$ cat src/rtl/mda_pixel_deser.sv
// Rebuilds MDA character-line bytes from the serial pixel stream and hands them out,
// tagged with column and scanline, through a 2-entry valid/ready buffer.
module mda_pixel_deser #(
    parameter int H_BP      = 18,
    parameter int COLS      = 80,
    parameter int V_BP      = 4,
    parameter int LINES     = 350,
    parameter bit HSYNC_POL = 1'b1,
    parameter bit VSYNC_POL = 1'b0
) (
    input  logic       pixclk,
    input  logic       rst,
    input  logic       pixel_in,
    input  logic       hsync,
    input  logic       vsync,
    input  logic       out_ready,
    output logic       out_valid,
    output logic [7:0] char_line,
    output logic       col9,
    output logic [6:0] col,
    output logic [8:0] scanline,
    output logic       frame_start,
    output logic       locked,
    output logic       overflow,
    output logic       short_line
);
    // state   | meaning
    // HS_IDLE | waiting for hsync deassertion
    // HS_BP   | back-porch countdown
    // HS_ACT  | shifting pixels into 9-pixel cells
    // HS_DONE | all cells of the line taken, waiting for hsync
    typedef enum logic [1:0] {HS_IDLE, HS_BP, HS_ACT, HS_DONE} h_state_t;

    localparam int BPW = $clog2(H_BP + 1);
    localparam int VBW = $clog2(V_BP + 1);

    h_state_t       h_state, h_nxt;
    logic           pix_r, hs_r, vs_r, hs_d, vs_d;
    logic           hs_on, hs_on_d, vs_on, vs_on_d, hs_fall, vs_fall;
    logic [BPW-1:0] bp_cnt;
    logic [3:0]     sub_idx;
    logic [6:0]     cell_idx;
    logic [7:0]     cell_bits;
    logic           push_req, short_set;
    logic [VBW-1:0] vbp_cnt;
    logic           v_active;
    logic [8:0]     line_cnt;
    logic [24:0]    fifo_mem [2];
    logic           rd_ptr, wr_ptr;
    logic [1:0]     fifo_cnt;
    logic           pop, push_ok;
    logic [24:0]    push_data;

    // Registers reset to the inactive sync levels so a reset never fakes a sync edge.
    always_ff @(posedge pixclk) begin
        if (rst) begin
            pix_r <= 1'b0;
            hs_r  <= ~HSYNC_POL;
            vs_r  <= ~VSYNC_POL;
            hs_d  <= ~HSYNC_POL;
            vs_d  <= ~VSYNC_POL;
        end else begin
            pix_r <= pixel_in;
            hs_r  <= hsync;
            vs_r  <= vsync;
            hs_d  <= hs_r;
            vs_d  <= vs_r;
        end
    end

    assign hs_on   = (hs_r == HSYNC_POL);
    assign hs_on_d = (hs_d == HSYNC_POL);
    assign vs_on   = (vs_r == VSYNC_POL);
    assign vs_on_d = (vs_d == VSYNC_POL);
    assign hs_fall = hs_on_d & ~hs_on;
    assign vs_fall = vs_on_d & ~vs_on;

    always_ff @(posedge pixclk) begin
        if (rst) begin
            locked      <= 1'b0;
            v_active    <= 1'b0;
            line_cnt    <= '0;
            vbp_cnt     <= '0;
            frame_start <= 1'b0;
        end else begin
            frame_start <= 1'b0;
            if (vs_fall) begin
                locked   <= 1'b1;
                line_cnt <= '0;
                v_active <= 1'b0;
                vbp_cnt  <= VBW'(V_BP);
            end else if (hs_fall) begin
                if (vbp_cnt != '0) begin
                    vbp_cnt <= vbp_cnt - VBW'(1);
                    if (vbp_cnt == VBW'(1)) begin
                        v_active    <= 1'b1;
                        line_cnt    <= '0;
                        frame_start <= 1'b1;
                    end
                end else if (v_active) begin
                    if (line_cnt == 9'(LINES - 1))
                        v_active <= 1'b0;
                    else
                        line_cnt <= line_cnt + 9'd1;
                end
            end
        end
    end

    always_comb begin
        h_nxt     = h_state;
        push_req  = 1'b0;
        short_set = 1'b0;
        case (h_state)
            HS_IDLE: if (hs_fall) h_nxt = HS_BP;
            HS_BP: begin
                if (hs_on)
                    h_nxt = HS_IDLE;
                else if (bp_cnt == '0)
                    h_nxt = HS_ACT;
            end
            HS_ACT: begin
                if (hs_on) begin
                    h_nxt     = HS_IDLE;
                    short_set = 1'b1;
                end else if (sub_idx == 4'd8) begin
                    push_req = v_active;
                    if (cell_idx == 7'(COLS - 1))
                        h_nxt = HS_DONE;
                end
            end
            HS_DONE: if (hs_on) h_nxt = HS_IDLE;
            default: h_nxt = HS_IDLE;
        endcase
    end

    always_ff @(posedge pixclk) begin
        if (rst) begin
            h_state    <= HS_IDLE;
            bp_cnt     <= '0;
            sub_idx    <= '0;
            cell_idx   <= '0;
            cell_bits  <= '0;
            short_line <= 1'b0;
        end else begin
            h_state <= h_nxt;
            if (short_set)
                short_line <= 1'b1;
            case (h_state)
                HS_IDLE: bp_cnt <= BPW'(H_BP - 1);
                HS_BP: begin
                    bp_cnt   <= bp_cnt - BPW'(1);
                    sub_idx  <= '0;
                    cell_idx <= '0;
                end
                HS_ACT: begin
                    if (sub_idx == 4'd8) begin
                        sub_idx  <= '0;
                        cell_idx <= cell_idx + 7'd1;
                    end else begin
                        cell_bits[sub_idx[2:0]] <= pix_r;
                        sub_idx                 <= sub_idx + 4'd1;
                    end
                end
                default: ;
            endcase
        end
    end

    // The 9th pixel goes straight from the input register into the entry.
    assign push_data = {cell_bits, pix_r, cell_idx, line_cnt};
    assign out_valid = (fifo_cnt != 2'd0);
    assign pop       = out_valid & out_ready;
    assign push_ok   = push_req & ((fifo_cnt != 2'd2) | pop);
    assign {char_line, col9, col, scanline} = fifo_mem[rd_ptr];

    always_ff @(posedge pixclk) begin
        if (rst) begin
            fifo_mem[0] <= '0;
            fifo_mem[1] <= '0;
            rd_ptr      <= 1'b0;
            wr_ptr      <= 1'b0;
            fifo_cnt    <= 2'd0;
            overflow    <= 1'b0;
        end else begin
            if (push_req & ~push_ok)
                overflow <= 1'b1;
            if (push_ok) begin
                fifo_mem[wr_ptr] <= push_data;
                wr_ptr           <= ~wr_ptr;
            end
            if (pop)
                rd_ptr <= ~rd_ptr;
            case ({push_ok, pop})
                2'b10:   fifo_cnt <= fifo_cnt + 2'd1;
                2'b01:   fifo_cnt <= fifo_cnt - 2'd1;
                default: ;
            endcase
        end
    end

endmodule

$ cat config.mk
export PLATFORM = sky130hd
export DESIGN_NAME = mda_pixel_deser
export DESIGN_NICKNAME = d
export VERILOG_FILES = /design/src/rtl/mda_pixel_deser.sv
export SDC_FILE = /design/constraint.sdc
export NUM_CORES = 1
export LEC_CHECK = 0
export CELL_PAD_IN_SITES_DETAIL_PLACEMENT = 1
export CELL_PAD_IN_SITES_GLOBAL_PLACEMENT = 1
export CORE_MARGIN = 3
export CORE_UTILIZATION = 50
export DETAILED_ROUTE_END_ITERATION = 16
export HOLD_SLACK_MARGIN = 0.12
export PLACE_DENSITY = 0.82
export RECOVER_POWER = 25
export SLEW_MARGIN = 20
export SYNTH_ARGS = -nofsm -noshare
export SYNTH_HDL_FRONTEND = slang
export SYNTH_SLANG_ARGS = --single-unit
export TNS_END_PERCENT = 1
$ cat constraint.sdc
create_clock -name pixclk -period 9.4 [get_ports pixclk]
set_input_delay 0.94 -clock pixclk [delete_from_list [all_inputs] [get_ports pixclk]]
set_output_delay 0.94 -clock pixclk [all_outputs]
set_load 0.02 [all_outputs]
# Word level (Yosys, flattened, before mapping)
# Memory sizes are Yosys's and may differ from the RTL's. A register that Yosys moved wholly into a read port is not among the register bits.
# Cells that the tools add are included.
# Widths: inputs -> output; s select.
op_classes:
  bitwise_logic: 14
  n_mux: 44
  order_cmp: 2
  eq_ne: 18
  n_reduce_logical: 21
  n_addsub: 7
op_table:
  columns: ["op", "count"]
  rows:
  - ["$mux 9", 4]
  - ["$mux 25", 1]
  - ["$reduce_or 25->1", 1]
  - ["$mux 1", 20]
  - ["$mux 2", 7]
  - ["$pmux 7 s2", 1]
  - ["$reduce_bool 2->1", 7]
  - ["$ne 2x2->1 const B", 5]
  - ["$pmux 5 s2", 1]
  - ["$reduce_and 2->1", 5]
  - ["$add 9x1->9 const B", 1]
  - ["$eq 9x9->1 const B", 1]
  - ["$mux 3", 3]
  - ["$ne 3x3->1 const B", 3]
  - ["$bwmux 8", 1]
  - ["$not 1->1", 8]
  - ["$pmux 2 s4", 1]
  - ["$pmux 4 s2", 1]
  - ["$add 7x1->7 const B", 1]
  - ["$eq 7x7->1 const B", 1]
  - ["$mux 7", 1]
  - ["$eq 2x2->1 const B", 3]
  - ["$and 1x1->1", 5]
  - ["$logic_not 5->1", 1]
  - ["other kinds (22)", 23]
totals:
  mem_bits_rw: 50
  mem_count: 1
  output_inout_bits: 30
  reg_bits: 52
  inputBits: 6
  elab_cells: 128
memory_table:
  columns: ["memory", "words", "word_bits", "rd", "rd_ports_with_merged_regs", "write_ports", "line_no", "source"]
  rows:
  - ["fifo_mem", 2, 25, 1, 1, 2, "48", "logic [24:0] fifo_mem [2];"]

# Depth between registers and ports, before layout
# Gate-level depths: netlist of the first run.
logic_depth:
  depth_word: 10
  mapped_depth: 9
  mapped_depth_nobuf: 8

# Worst setup path before layout of the first run
# No wires, ideal clock.
synth_path:
  path_type: "input-to-reg"
  startpoint: "input port out_ready"
  endpoint: "memory fifo_mem[0][0] (enable)"
  setup_time_ns: 0.442
  arrival_time_ns: 3.141
  cell_stages: 3
  path_slack_ns: 5.817
  path_cell_list: "nor3b_1 > nand4b_2 > o21ai_0"
synth_lines:
  columns: ["element", "line_no", "source"]
  rows:
  - ["start, declared", "16", "input logic out_ready,"]
  - ["end, declared", "48", null]

==> run_results.csv, run 1 <==
group,metric,value,unit
routing,wirelength,10600,um
setup_path,r2r_start,"h_state[0]",
floorplan,dieArea,10700,um^2
global_route,globalRouteOverflowTotal,0,
synthesis,seq_area_frac_synth,0.538,
setup_path,regToRegEndpoint,"fifo_mem[1][22]",
setup_path,worst_setup_path_start_kind,"input pin",
run_status,run_status,"complete, but fails checks",
cells_and_area,final_layout_size_suffix_gt1_frac,0.126,
cells_and_area,final.fill_count,942,
floorplan,rows,34,
clock_network,cts_root_buffer,"sky130_fd_sc_hd__clkbuf_8",
timing,worst_slew_pin_slew,1870,ps
run_status,violations,"max-capacitance violations, max-slew violations",
clock_network,post-cts-setup-buffer-count,0,
timing,final-max-slew-violation-count,44,
timing,period_needed,3810,ps
clock_network,cts.path.max_buffers,2,
power,power_density,159,nW/um^2
setup_path,cp_data_required_time,9440,ps
timing,post-route-period-util,0.405,
timing,max-slew-margin-rel,-0.249,
clock_network,clock_latency,380,ps
clock_network,post_cts_resize_count,0,
power,maximum_vdd_ir_drop,0.0000981,V
min_path,worstHoldPathType,"reg2reg",
clock_network,hold_buffers_post_cts,0,
synthesis,synth-edff-count,50,
clock_network,tritoncts.num_buffers,9,
global_route,grt_pass1_vias,3563,
timing,skew,19.1,ps
synthesis,synth.top_cells.by_area,"sky130_fd_sc_hd__edfxtp_1, sky130_fd_sc_hd__dfxtp_1, sky130_fd_sc_hd__and2_1",
setup_path,reg2reg_depth,6,
clock_network,clock-sinks,103,
routing,drt_iter0_drc,108,
power,leakage,2.00,nW
synthesis,post_synth.cell_area_avg,11.0,um^2
synthesis,synth_top_cell_area_share,0.315,
placed_design,dpl_worst_slack,5340,ps
timing,setup_violators_final,0,
routing,drt-pass1-iter-count,4,
clock_network,clock_tree_from_tritoncts,"done",
timing,worst_hold_slack,460,ps
power,post-layout-total-power,0.000862,W
synthesis,synth_most_common_cell,"sky130_fd_sc_hd__dfxtp_1",
timing,clock.fmax,0.262,GHz
run,drv.max_cap_violation_count,1,
clock_network,cts.clk_slew.worst_paths,100,ps
placed_design,place_hpwl,7290,um
synthesis,synth_seq_cells,103,
floorplan,floorplan.initialDensity,0.531,
routing,post-route-drc-count,0,
global_route,grt_pass1_wl,18000,um
setup_path,crit_end_element,"register",
setup_path,worst_ep_arrival_time,3850,ps
routing,detail-route-antenna-nets,0,
global_route,antenna_found_initial,0,
cells_and_area,diodes,0,
synthesis,synth.largest_area_cell,"sky130_fd_sc_hd__edfxtp_1",
placed_design,port_buffers,35,
cells_and_area,areaGrowthSynthToFinish,13.8,%
setup_path,crit_type,"in2reg",
synthesis,mappedNetlistNets,453,
setup_path,cp-endpoint,"fifo_mem[1][22]",
placed_design,globalplace.congestion,0.790,
cells_and_area,postLayoutCellArea,5420,um^2
global_route,total_routing_usage_gr,0.205,
timing,grt_setup_unrepaired,"no",
routing,post_drt_wl_per_cell,18.1,um
setup_path,setup.worst_path.start,"rst",
cells_and_area,design.final.nets,478,
setup_path,timing.reg2reg.setup_slack,5950,ps
global_route,largest_net_degree_at_the_start_of_global_routing,44,
timing,timing.final.hold_violations,0,
setup_path,worstPathMaxFanout,43,
floorplan,die-height,104,um
placed_design,placedInstanceArea,5200,um^2
floorplan,core_area,8980,um^2
routing,routed_via_density,5.66,
synthesis,synthTopCellsByCount,"sky130_fd_sc_hd__dfxtp_1, sky130_fd_sc_hd__edfxtp_1, sky130_fd_sc_hd__and2_1, sky130_fd_sc_hd__nor2_1, sky130_fd_sc_hd__mux2_2",
routing,via_count,3326,
floorplan,io-pin-count,36,
floorplan,floorplan.die.width,104,um
synthesis,async_flop_share,0,
clock_network,clock_tree.htree_level_count,3,
timing,finalWorstSetupSlack,5590,ps
synthesis,syn_inst,432,
synthesis,synthFlopType,"sky130_fd_sc_hd__dfxtp_1",
synthesis,yosysUniqueCellTypes,53,
synthesis,synth.yosys.warnings,0,
timing,timing.setup.tns,0,ps
synthesis,synth.cell_area,4760,um^2
## logic make-up after synthesis
kind of cell | after synthesis | synth area share
compound gates | 58 | 0.0867
xor+xnor | 9 | 0.0165
fa+ha+maj | 15 | 0.0394
buf+inv | 40 | 0.0331
flops | 103 | 0.538
mux | 37 | 0.0846
simple gates | 170 | 0.202
## worst min-delay path by stage
stage,start,slack [ps],depth (start not counted),endpoint
2_1_floorplan,vs_r,410,1,vs_d
3_3_place_gp,vs_r,410,1,vs_d
3_5_place_dp,vs_r,440,1,vs_d
4_1_cts,vs_r,470,1,vs_d
5_1_grt,vs_r,490,1,vs_d
6_report,vs_r,460,1,vs_d
## final cells by class
class	instances	area, um^2	area share
inverter	16	60.1	0.0111
clock buffer	9	124	0.0228
tap	126	158	0.0291
clock inverter	7	86.3	0.0159
sequential	103	2560	0.473
multi-input combinational	289	2060	0.380
timing repair buffer	38	369	0.0681
## where the power goes
| part | switching, W | total (W) | leakage [nW] | internal, W |
|---|---|---|---|---|
| clock | 0.000168 | 0.000297 | 0.104 | 0.000129 |
| combinational | 0.0000454 | 0.0000743 | 0.948 | 0.0000289 |
| sequential | 0.00000830 | 0.000490 | 0.944 | 0.000482 |
| total | 0.000221 | 0.000862 | 2.00 | 0.000640 |
## placed cells by master (no fill, tap or decap), drive strengths merged, types with 8 or more instances in the layout
cell	instances
dfxtp	53
edfxtp	50
and2	49
nor2	38
clkdlybuf4s50	31
mux2	26
inv	20
a21oi	15
ha	15
nand2	12
mux2i	11
o21ai	11
nand3	10
clkbuf	10
nand4	9
nor2b	8
## per-stage QoR
step / util / cells
2_1_floorplan: - / 432
3_3_place_gp: 0.579 / 572
3_5_place_dp: 0.579 / 572
4_1_cts: 0.603 / 588
5_1_grt: 0.604 / 588
6_report: 0.604 / 588
## metal layers
layer / track usage / vias up / wire (um)
li1: - / 1600 / -
met1: 0.269 / 1649 / 4950
met2: 0.352 / 65 / 5260
met3: 0.0299 / 12 / 289
met4: 0.0655 / 0 / 146
met5: 0 / - / 0
## critical path, stage by stage
cell                            delay (ps)
sky130_fd_sc_hd__dlygate4sd3_1         520
sky130_fd_sc_hd__clkbuf_1             1340
sky130_fd_sc_hd__nor3b_4               350
sky130_fd_sc_hd__or2_2                 670
## flip-flops by register name, indices dropped and copies added (netlist names), named ones only
register / flops
fifo_mem: 50
pix_r: 1
hs_d: 1
bp_cnt: 5
hs_on: 1
h_state: 2
short_line: 1
wr_ptr: 1
fifo_cnt: 2
frame_start: 1
vbp_cnt: 3
sub_idx: 4
vs_r: 1
overflow: 1
cell_idx: 7
line_cnt: 9
locked: 1
rd_ptr: 1
cell_bits: 8
v_active: 1
vs_d: 1
Power figures use the tool's default switching activity.
==> run 2, diff against run 1 <==
CORE_UTILIZATION = 42   (was 50)
PLACE_DENSITY = 0.73   (was 0.82)
clock period = 3.3 ns   (was 9.4 ns; I/O delays follow)
==> run_results.csv, run 2 (synthesized netlist as in run 1, its figures left out) <==
group,metric,value,unit
routing,detail-route-antenna-nets,0,
setup_path,regToRegEndpoint,"fifo_mem[1][20]",
cells_and_area,finish.utilization,0.503,
placed_design,globalplace.congestion,0.827,
floorplan,floorplan.die.width,113,um
floorplan,rows,38,
setup_path,crit_chain,"inv_1 -> ha_1 -> buf_4 -> and2b_1 -> nand4b_1 -> nor3b_2 -> or2_2",
cells_and_area,final.fill_count,1185,
min_path,hold_start,"vs_r",
clock_network,clock_tree.htree_level_count,3,
global_route,grt_pass1_wl,17600,um
routing,routed_via_density,5.47,
placed_design,place_hpwl,7260,um
setup_path,crit_end_element,"register",
cells_and_area,areaGrowthSynthToFinish,15.9,%
power,maximum_vdd_ir_drop,0.000214,V
run_status,run_status,"complete, no violations",
floorplan,die-height,113,um
cells_and_area,postLayoutCellArea,5520,um^2
floorplan,io-pin-count,36,
setup_path,worst_setup_path_start_kind,"register",
timing,max-slew-margin-rel,0.437,
timing,timing.setup.tns,0,ps
timing,period_needed,2670,ps
placed_design,port_buffers,35,
timing,timing.final.hold_violations,0,
setup_path,timing.reg2reg.setup_slack,630,ps
global_route,grt_pass1_vias,3423,
floorplan,dieArea,12700,um^2
placed_design,placedInstanceArea,5250,um^2
setup_path,crit_type,"reg2reg",
clock_network,clock_latency,350,ps
routing,post-route-drc-count,0,
clock_network,clock-sinks,103,
routing,via_count,3314,
global_route,total_routing_usage_gr,0.174,
timing,final-max-slew-violation-count,0,
power,power_density,473,nW/um^2
routing,drt-pass1-iter-count,4,
cells_and_area,design.final.nets,482,
clock_network,hold_buffers_post_cts,0,
cells_and_area,diodes,0,
timing,post-route-period-util,0.810,
setup_path,cp_data_required_time,3280,ps
floorplan,core_area,11000,um^2
setup_path,slowest_delay,560,ps
min_path,worstHoldPathType,"reg2reg",
clock_network,cts.clk_slew.worst_paths,70,ps
clock_network,cts_root_buffer,"sky130_fd_sc_hd__clkbuf_16",
clock_network,tritoncts.num_buffers,9,
timing,worst_slew_pin_slew,835,ps
global_route,antenna_found_initial,0,
cells_and_area,mostFrequentLayoutCell,"sky130_fd_sc_hd__dfxtp_1",
run,drv.max_cap_violation_count,0,
routing,drt_iter0_drc,187,
global_route,largest_net_degree_at_the_start_of_global_routing,43,
clock_network,clock_tree_from_tritoncts,"done",
cells_and_area,registers.top_by_ff_count,"fifo_mem",
global_route,globalRouteOverflowTotal,0,
routing,post_drt_wl_per_cell,17.3,um
setup_path,critical_path_cell_with_the_highest_stage_delay,"sky130_fd_sc_hd__or2_2",
setup_path,r2r_start,"h_state[0]",
clock_network,post_cts_resize_count,0,
cells_and_area,mostFrequentLayoutCells,"sky130_fd_sc_hd__dfxtp_1, sky130_fd_sc_hd__edfxtp_1, sky130_fd_sc_hd__and2_1",
timing,setup_violators_final,0,
cells_and_area,top_regs,"fifo_mem x50, line_cnt x9, cell_bits x8",
floorplan,floorplan.initialDensity,0.434,
min_path,min_path_cells,1,
cells_and_area,final_layout_size_suffix_gt1_frac,0.127,
setup_path,reg2reg_depth,7,
routing,wirelength,10500,um
setup_path,worst_ep_arrival_time,2650,ps
clock_network,cts.path.max_buffers,2,
power,post-layout-total-power,0.00261,W
clock_network,post-cts-setup-buffer-count,0,
timing,grt_setup_unrepaired,"no",
timing,skew,8.73,ps
timing,clock.fmax,0.374,GHz
min_path,min_to,"vs_d",
setup_path,worstPathMaxFanout,25,
cells_and_area,largest_reg_flops,50,
power,leakage,2.02,nW
timing,worst_hold_slack,446,ps
## run 2: how the worst max path moves through the flow
| stage | from | depth (start not counted) | to | slack (ps) |
|---|---|---|---|---|
| 2_1_floorplan | sub_idx[0] | 6 | fifo_mem[0][0] | 540 |
| 5_1_grt | sub_idx[0] | 6 | fifo_mem[1][7] | 340 |
| 3_3_place_gp | h_state[0] | 7 | fifo_mem[1][22] | 890 |
| 6_report | h_state[0] | 7 | fifo_mem[1][20] | 630 |
| 3_5_place_dp | h_state[0] | 7 | fifo_mem[1][2] | 740 |
| 4_1_cts | h_state[0] | 7 | fifo_mem[1][14] | 720 |
## run 2: final cells by class
cell class	instances	area (um^2)	share of cell area
Inverter	16	60.1	0.0109
Clock inverter	6	51.3	0.00929
Clock buffer	10	229	0.0415
Sequential cell	103	2560	0.464
Tap cell	140	175	0.0317
Timing Repair Buffer	42	403	0.0729
Multi-Input combinational cell	289	2040	0.370
## run 2: power by group
group	internal, W	total (W)	switching [W]
registers	0.00137	0.00140	0.0000231
logic	0.0000821	0.000208	0.000126
clock network	0.000523	0.00101	0.000485
## run 2: critical path, delay by kind of cell (launching register included)
kind | cells | cell delay, ps
buffers and inverters | 2 | 330
DFF | 1 | 340
and+or+nand+nor | 4 | 1470
adders and majority gates | 1 | 160
## run 2: layer usage
metal,share of wire,track usage,vias to the layer above
met2,0.48,0.285,53
met5,0,0,-
met4,0.016,0.0665,0
met3,0.036,0.0237,13
li1,-,-,1613
met1,0.47,0.235,1635
## run 2: metrics by stage
step	cells	setup WS, ps
6_report	606	628
4_1_cts	606	724
3_3_place_gp	590	885
3_5_place_dp	590	738
2_1_floorplan	432	537
5_1_grt	606	343
